--- config.mk ---
export PLATFORM = sky130hd
export DESIGN_NAME = fifo_1r1w
export DESIGN_NICKNAME = d
export VERILOG_FILES = /design/src/rtl/fifo_1r1w.sv
export SDC_FILE = /design/constraint.sdc
export NUM_CORES = 1
export LEC_CHECK = 0
export BUFFER_PORTS_ARGS = -buffer_cell sky130_fd_sc_hd__buf_2
export CORE_ASPECT_RATIO = 0.6
export CORE_MARGIN = 5
export CORE_UTILIZATION = 61
export DETAILED_ROUTE_END_ITERATION = 6
export HOLD_SLACK_MARGIN = 0.03
export MAX_ROUTING_LAYER = met4
export PLACE_DENSITY = 0.84
export REMOVE_ABC_BUFFERS = 1
export SLEW_MARGIN = 20
export SYNTH_ARGS = -nofsm -noshare
export SYNTH_HDL_FRONTEND = slang
export SYNTH_SLANG_ARGS = --single-unit
--- constraint.sdc ---
create_clock -name i_clk -period 6.86 [get_ports i_clk]
set_input_delay 0.343 -clock i_clk [delete_from_list [all_inputs] [get_ports i_clk]]
set_output_delay 0.343 -clock i_clk [all_outputs]
set_load 0.02 [all_outputs]
--- src/rtl/fifo_1r1w.sv ---
// Synchronous 1R1W FIFO with registered read data (one-cycle read latency).
// Define FIFO_1R1W_ERR_FLAGS_EN to add sticky o_overflow/o_underflow outputs.
module fifo_1r1w #(
  parameter int unsigned DWIDTH = 32,
  parameter int unsigned DEPTH  = 3
) (
  input  logic                       i_clk,
  input  logic                       i_rst_n,
  input  logic                       i_push,
  output logic                       o_full,
  input  logic [DWIDTH-1:0]          i_wdata,
  input  logic                       i_pop,
  output logic                       o_empty,
  output logic [DWIDTH-1:0]          o_rdata,
  output logic                       o_rvalid,
  output logic [$clog2(DEPTH+1)-1:0] o_count
`ifdef FIFO_1R1W_ERR_FLAGS_EN
  ,
  output logic                       o_overflow,
  output logic                       o_underflow
`endif
);

  localparam int unsigned PW = $clog2(DEPTH);
  localparam int unsigned CW = $clog2(DEPTH+1);

  logic [DWIDTH-1:0] mem [DEPTH];
  logic [PW-1:0]     wr_ptr;
  logic [PW-1:0]     rd_ptr;
  logic              push_ok;
  logic              pop_ok;

  assign o_full  = (o_count == CW'(DEPTH));
  assign o_empty = (o_count == '0);
  assign push_ok = i_push && !o_full;
  assign pop_ok  = i_pop && !o_empty;

  // Storage is deliberately left out of reset.
  always_ff @(posedge i_clk) begin
    if (push_ok) mem[wr_ptr] <= i_wdata;
  end

  always_ff @(posedge i_clk or negedge i_rst_n) begin
    if (!i_rst_n) begin
      wr_ptr   <= '0;
      rd_ptr   <= '0;
      o_count  <= '0;
      o_rdata  <= '0;
      o_rvalid <= 1'b0;
    end else begin
      o_rvalid <= pop_ok;
      if (push_ok) begin
        // Explicit wrap keeps non-power-of-two depths correct.
        if (wr_ptr == PW'(DEPTH-1)) wr_ptr <= '0;
        else                        wr_ptr <= wr_ptr + 1'b1;
      end
      if (pop_ok) begin
        o_rdata <= mem[rd_ptr];
        if (rd_ptr == PW'(DEPTH-1)) rd_ptr <= '0;
        else                        rd_ptr <= rd_ptr + 1'b1;
      end
      unique case ({push_ok, pop_ok})
        2'b10:   o_count <= o_count + 1'b1;
        2'b01:   o_count <= o_count - 1'b1;
        default: o_count <= o_count;
      endcase
    end
  end

`ifdef FIFO_1R1W_ERR_FLAGS_EN
  always_ff @(posedge i_clk or negedge i_rst_n) begin
    if (!i_rst_n) begin
      o_overflow  <= 1'b0;
      o_underflow <= 1'b0;
    end else begin
      if (i_push && o_full)  o_overflow  <= 1'b1;
      if (i_pop  && o_empty) o_underflow <= 1'b1;
    end
  end
`endif

endmodule
==> impl_summary.log <==
[metrics] clock latency at the later pin of the worst-skew pair: 0.41 ns
[metrics] crit-path max FO: 25
[metrics] setup bufs post-CTS: 0
[metrics] max-slew violation total from the final report: 0
[metrics] worst hold path class: primary input to asynchronous set/reset pin
[metrics] starting DRC count in detailed routing: 159
[metrics] routability congestion estimate from global placement: 0.7239
[metrics] GR Layer Usage met2: 0.2929
[metrics] count of H-tree levels built during CTS: 4
[metrics] Post-route DRC: 0
[metrics] Via Count: 2703
[metrics] main combinational cell family by area after synthesis: multiplexers
[metrics] met3 usage in global routing: 0.07732
[metrics] outcome: completed
[metrics] RSZ-0062 raised after global routing: false
[metrics] Post-Syn Instances: 298
[metrics] fill count: 520
[metrics] aggregate routed wire length: 8896 um
[metrics] crit path kind: flop to flop
[metrics] final cycle utilization of the critical path: 0.3228
[metrics] required time worst endpoint: 6.93 ns
[metrics] count of yosys warnings during synthesis: 0
[metrics] Cell Rows: 26
[metrics] Peak Freq: 451.6 MHz
[metrics] all-layer global routing usage: 0.1931
[metrics] standby leakage power: 0.002650 uW
[metrics] clock tree from TritonCTS: yes
[metrics] clock buffers created by TritonCTS: 17
[metrics] total negative slack: 0 ns
[metrics] layer with the highest usage: met2
[metrics] Placeable Area: 8393 um2
[metrics] boundary pin count: 73
[metrics] via count of the first global-routing pass: 2809
[metrics] number of antenna violations at the first check in global routing: 1
[metrics] drt pass-1 iters: 4
[metrics] normalized max-slew margin: 0.2756
[metrics] Starting Density: 0.6178
[metrics] mean routed wirelength per cell: 17.58 um
[metrics] post-CTS clock slew at the launch and capture registers of the worst setup and hold paths: 0.05 ns
[metrics] Routed Antenna Nets: 0
[metrics] Synth cell types: 27
[metrics] sort of element at the start of the critical path: flop
[metrics] CP Capture Type: flop
[metrics] global-route wire length before repair: 14190 um
[metrics] signal arrival time at the worst endpoint: 2.28 ns
[metrics] share of synthesized cell area in full adder, half adder and majority cells: 0.002413
[metrics] post-synthesis sequential area ratio: 0.7442
[metrics] post-synthesis share of cell area spent on and, or, nand and nor gates: 0.03306
[metrics] die area: 10500 um2
[metrics] slew at the pin closest to its max-slew limit: 1.087 ns
[metrics] number of synthesized register bits: 135
[metrics] Pwr Total: 2985 uW
[metrics] GRT overflow: 0
[metrics] power density cells: 481.4 nW/um2
[metrics] share of cell area taken by muxes after synthesis: 0.1508
[metrics] Chip Width: 129.0 um
[metrics] maximum number of pins on one net before global-route repair: 67
[metrics] nets: 416
[metrics] Max-cap violations: 0
[metrics] worst-case vdd ir drop: 0.3368 mV
[metrics] post-synthesis share of cell area spent on xor and xnor gates: 0.005068
[metrics] maximum buffer depth of the clock tree: 2
[metrics] hold-fix buffer count after cts: 0
[metrics] count of port buffers added during placement: 72
[metrics] share of final-layout standard cells stronger than drive strength 1: 0.3648
[metrics] final count of hold timing violations: 0
[metrics] CTS root buffer: clkbuf_16
[metrics] total of endpoints with negative setup slack in the final report: 0
[metrics] Num Clock Sinks: 135
[metrics] synthesized area: 5185 um2
[metrics] die extent in y: 81.42 um
[metrics] number of cells upsized or downsized after cts: 0
[metrics] time the final worst path needs with I/O delays and setup: 2.214 ns
[metrics] Post-Syn Area per Cell: 17.40 um2
[metrics] via density per instance: 5.342
[metrics] sum of net half-perimeters after detailed placement: 5369 um
[metrics] grt met1 use: 0.2415
[metrics] layout-stage area growth over the synthesis result: 19.62%
[metrics] Compound-Gate Fraction of Synth Area: 0.03861
[metrics] Worst Clk Skew: 0.009978 ns
-- layout by cell type (no fill, tap or decap), types with 3 or more instances in the layout --
master,n
o21ai_0,5
clkinv_2,7
clkbuf_16,17
mux2_4,27
buf_4,4
mux2_2,5
bufinv_16,3
edfxtp_1,96
buf_2,72
mux2i_1,32
nand2_1,34
dfrtp_1,38
o21ai_1,29
-- cells in the mapped netlist --
master / count / share of area
a21bo_2: 1 / 0.0019
nor2_1: 2 / 0.0014
ha_1: 1 / 0.0024
a21o_1: 2 / 0.0029
buf_4: 5 / 0.0072
nor3_1: 1 / 0.00096
edfxtp_1: 96 / 0.56
inv_2: 1 / 0.00072
buf_6: 1 / 0.0022
xor2_1: 1 / 0.0017
xnor2_1: 2 / 0.0034
nor3b_1: 1 / 0.0014
nand3_1: 1 / 0.00096
nand2_1: 34 / 0.025
dfrtp_1: 39 / 0.19
o21ai_0: 5 / 0.0048
buf_2: 3 / 0.0029
clkbuf_1: 2 / 0.0014
o21ai_1: 30 / 0.029
mux2i_1: 32 / 0.062
buf_8: 1 / 0.0029
inv_1: 1 / 0.00072
mux2_4: 27 / 0.078
mux2_2: 5 / 0.011
buf_12: 2 / 0.0077
and2_1: 1 / 0.0012
nor3b_2: 1 / 0.0024
-- metrics by stage --
stage / cells / instance area, um2 / utilization / hold slack, ns / worst slack, ns
after global routing: 505 / 6200 / 0.7387 / 0.1168 / 4.486
after global placement: 472 / 5618 / 0.6694 / 0.4614 / 4.778
after detailed placement: 472 / 5618 / 0.6694 / 0.4699 / 4.680
after CTS: 504 / 6197 / 0.7384 / 0.09806 / 4.635
after floorplan: 284 / 5059 / - / 0.04741 / 3.080
final: 506 / 6202 / 0.7390 / 0.07046 / 4.646
-- worst max-delay path: stages (launching register included) --
cell and delay [ns]:
dfrtp_1 0.48, a21bo_2 0.33, nor3b_2 0.58, buf_4 0.47
-- layout make-up --
| type | instances | area [um2] | area share |
|---|---|---|---|
| tap | 112 | 140.1 | 0.02259 |
| clock inverter | 12 | 132.6 | 0.02138 |
| sequential | 135 | 3860 | 0.6224 |
| inverter | 2 | 7.507 | 0.001210 |
| timing repair buffer | 76 | 390.4 | 0.06294 |
| multi-input combinational | 147 | 1220 | 0.1967 |
| clock buffer | 20 | 446.7 | 0.07202 |
| antenna | 2 | 5.005 | 0.0008069 |
-- metal layers --
metal  part of all wire  vias up
met5                  0        -
met4              0.011        0
met3              0.079       13
met2               0.47       90
met1               0.44     1332
li1                   -     1268
-- sequential cells by signal, summed over array words and instances, names as in the netlist --
name,count
mem,96
o_count,2
o_rdata,32
o_rvalid,1
rd_ptr,2
wr_ptr,2
-- worst paths after layout --
path | cells after the start | end | startpoint | slack (ns)
worst min-delay path | 1 | o_count[1] | i_rst_n | 0.07
worst max register to register | 3 | mem[2][22] | o_count[0] | 4.65
worst min register to register | 2 | o_rdata[23] | o_rdata[23] | 0.48
max in group asynchronous | 1 | rd_ptr[0] | i_rst_n | 6.16
worst max-delay path | 3 | mem[2][22] | o_count[0] | 4.65
min in group i_clk | 1 | mem[2][30] | i_wdata[30] | 0.13
-- power by group --
group | internal [uW] | total (uW) | switching, uW
combinational | 369 | 841 | 471
sequential | 1120 | 1260 | 147
clock | 573 | 881 | 308
total | 2060 | 2990 | 927
-- cells by family after synthesis --
family | Yosys count
multiplexers | 64
buffers and inverters | 16
XOR/XNOR | 3
AND/OR/NAND/NOR | 41
flip-flops | 135
adder cells (fa/ha/maj) | 1
AO/OA/AOI/OAI | 38
(Power assumes the default switching activity.)
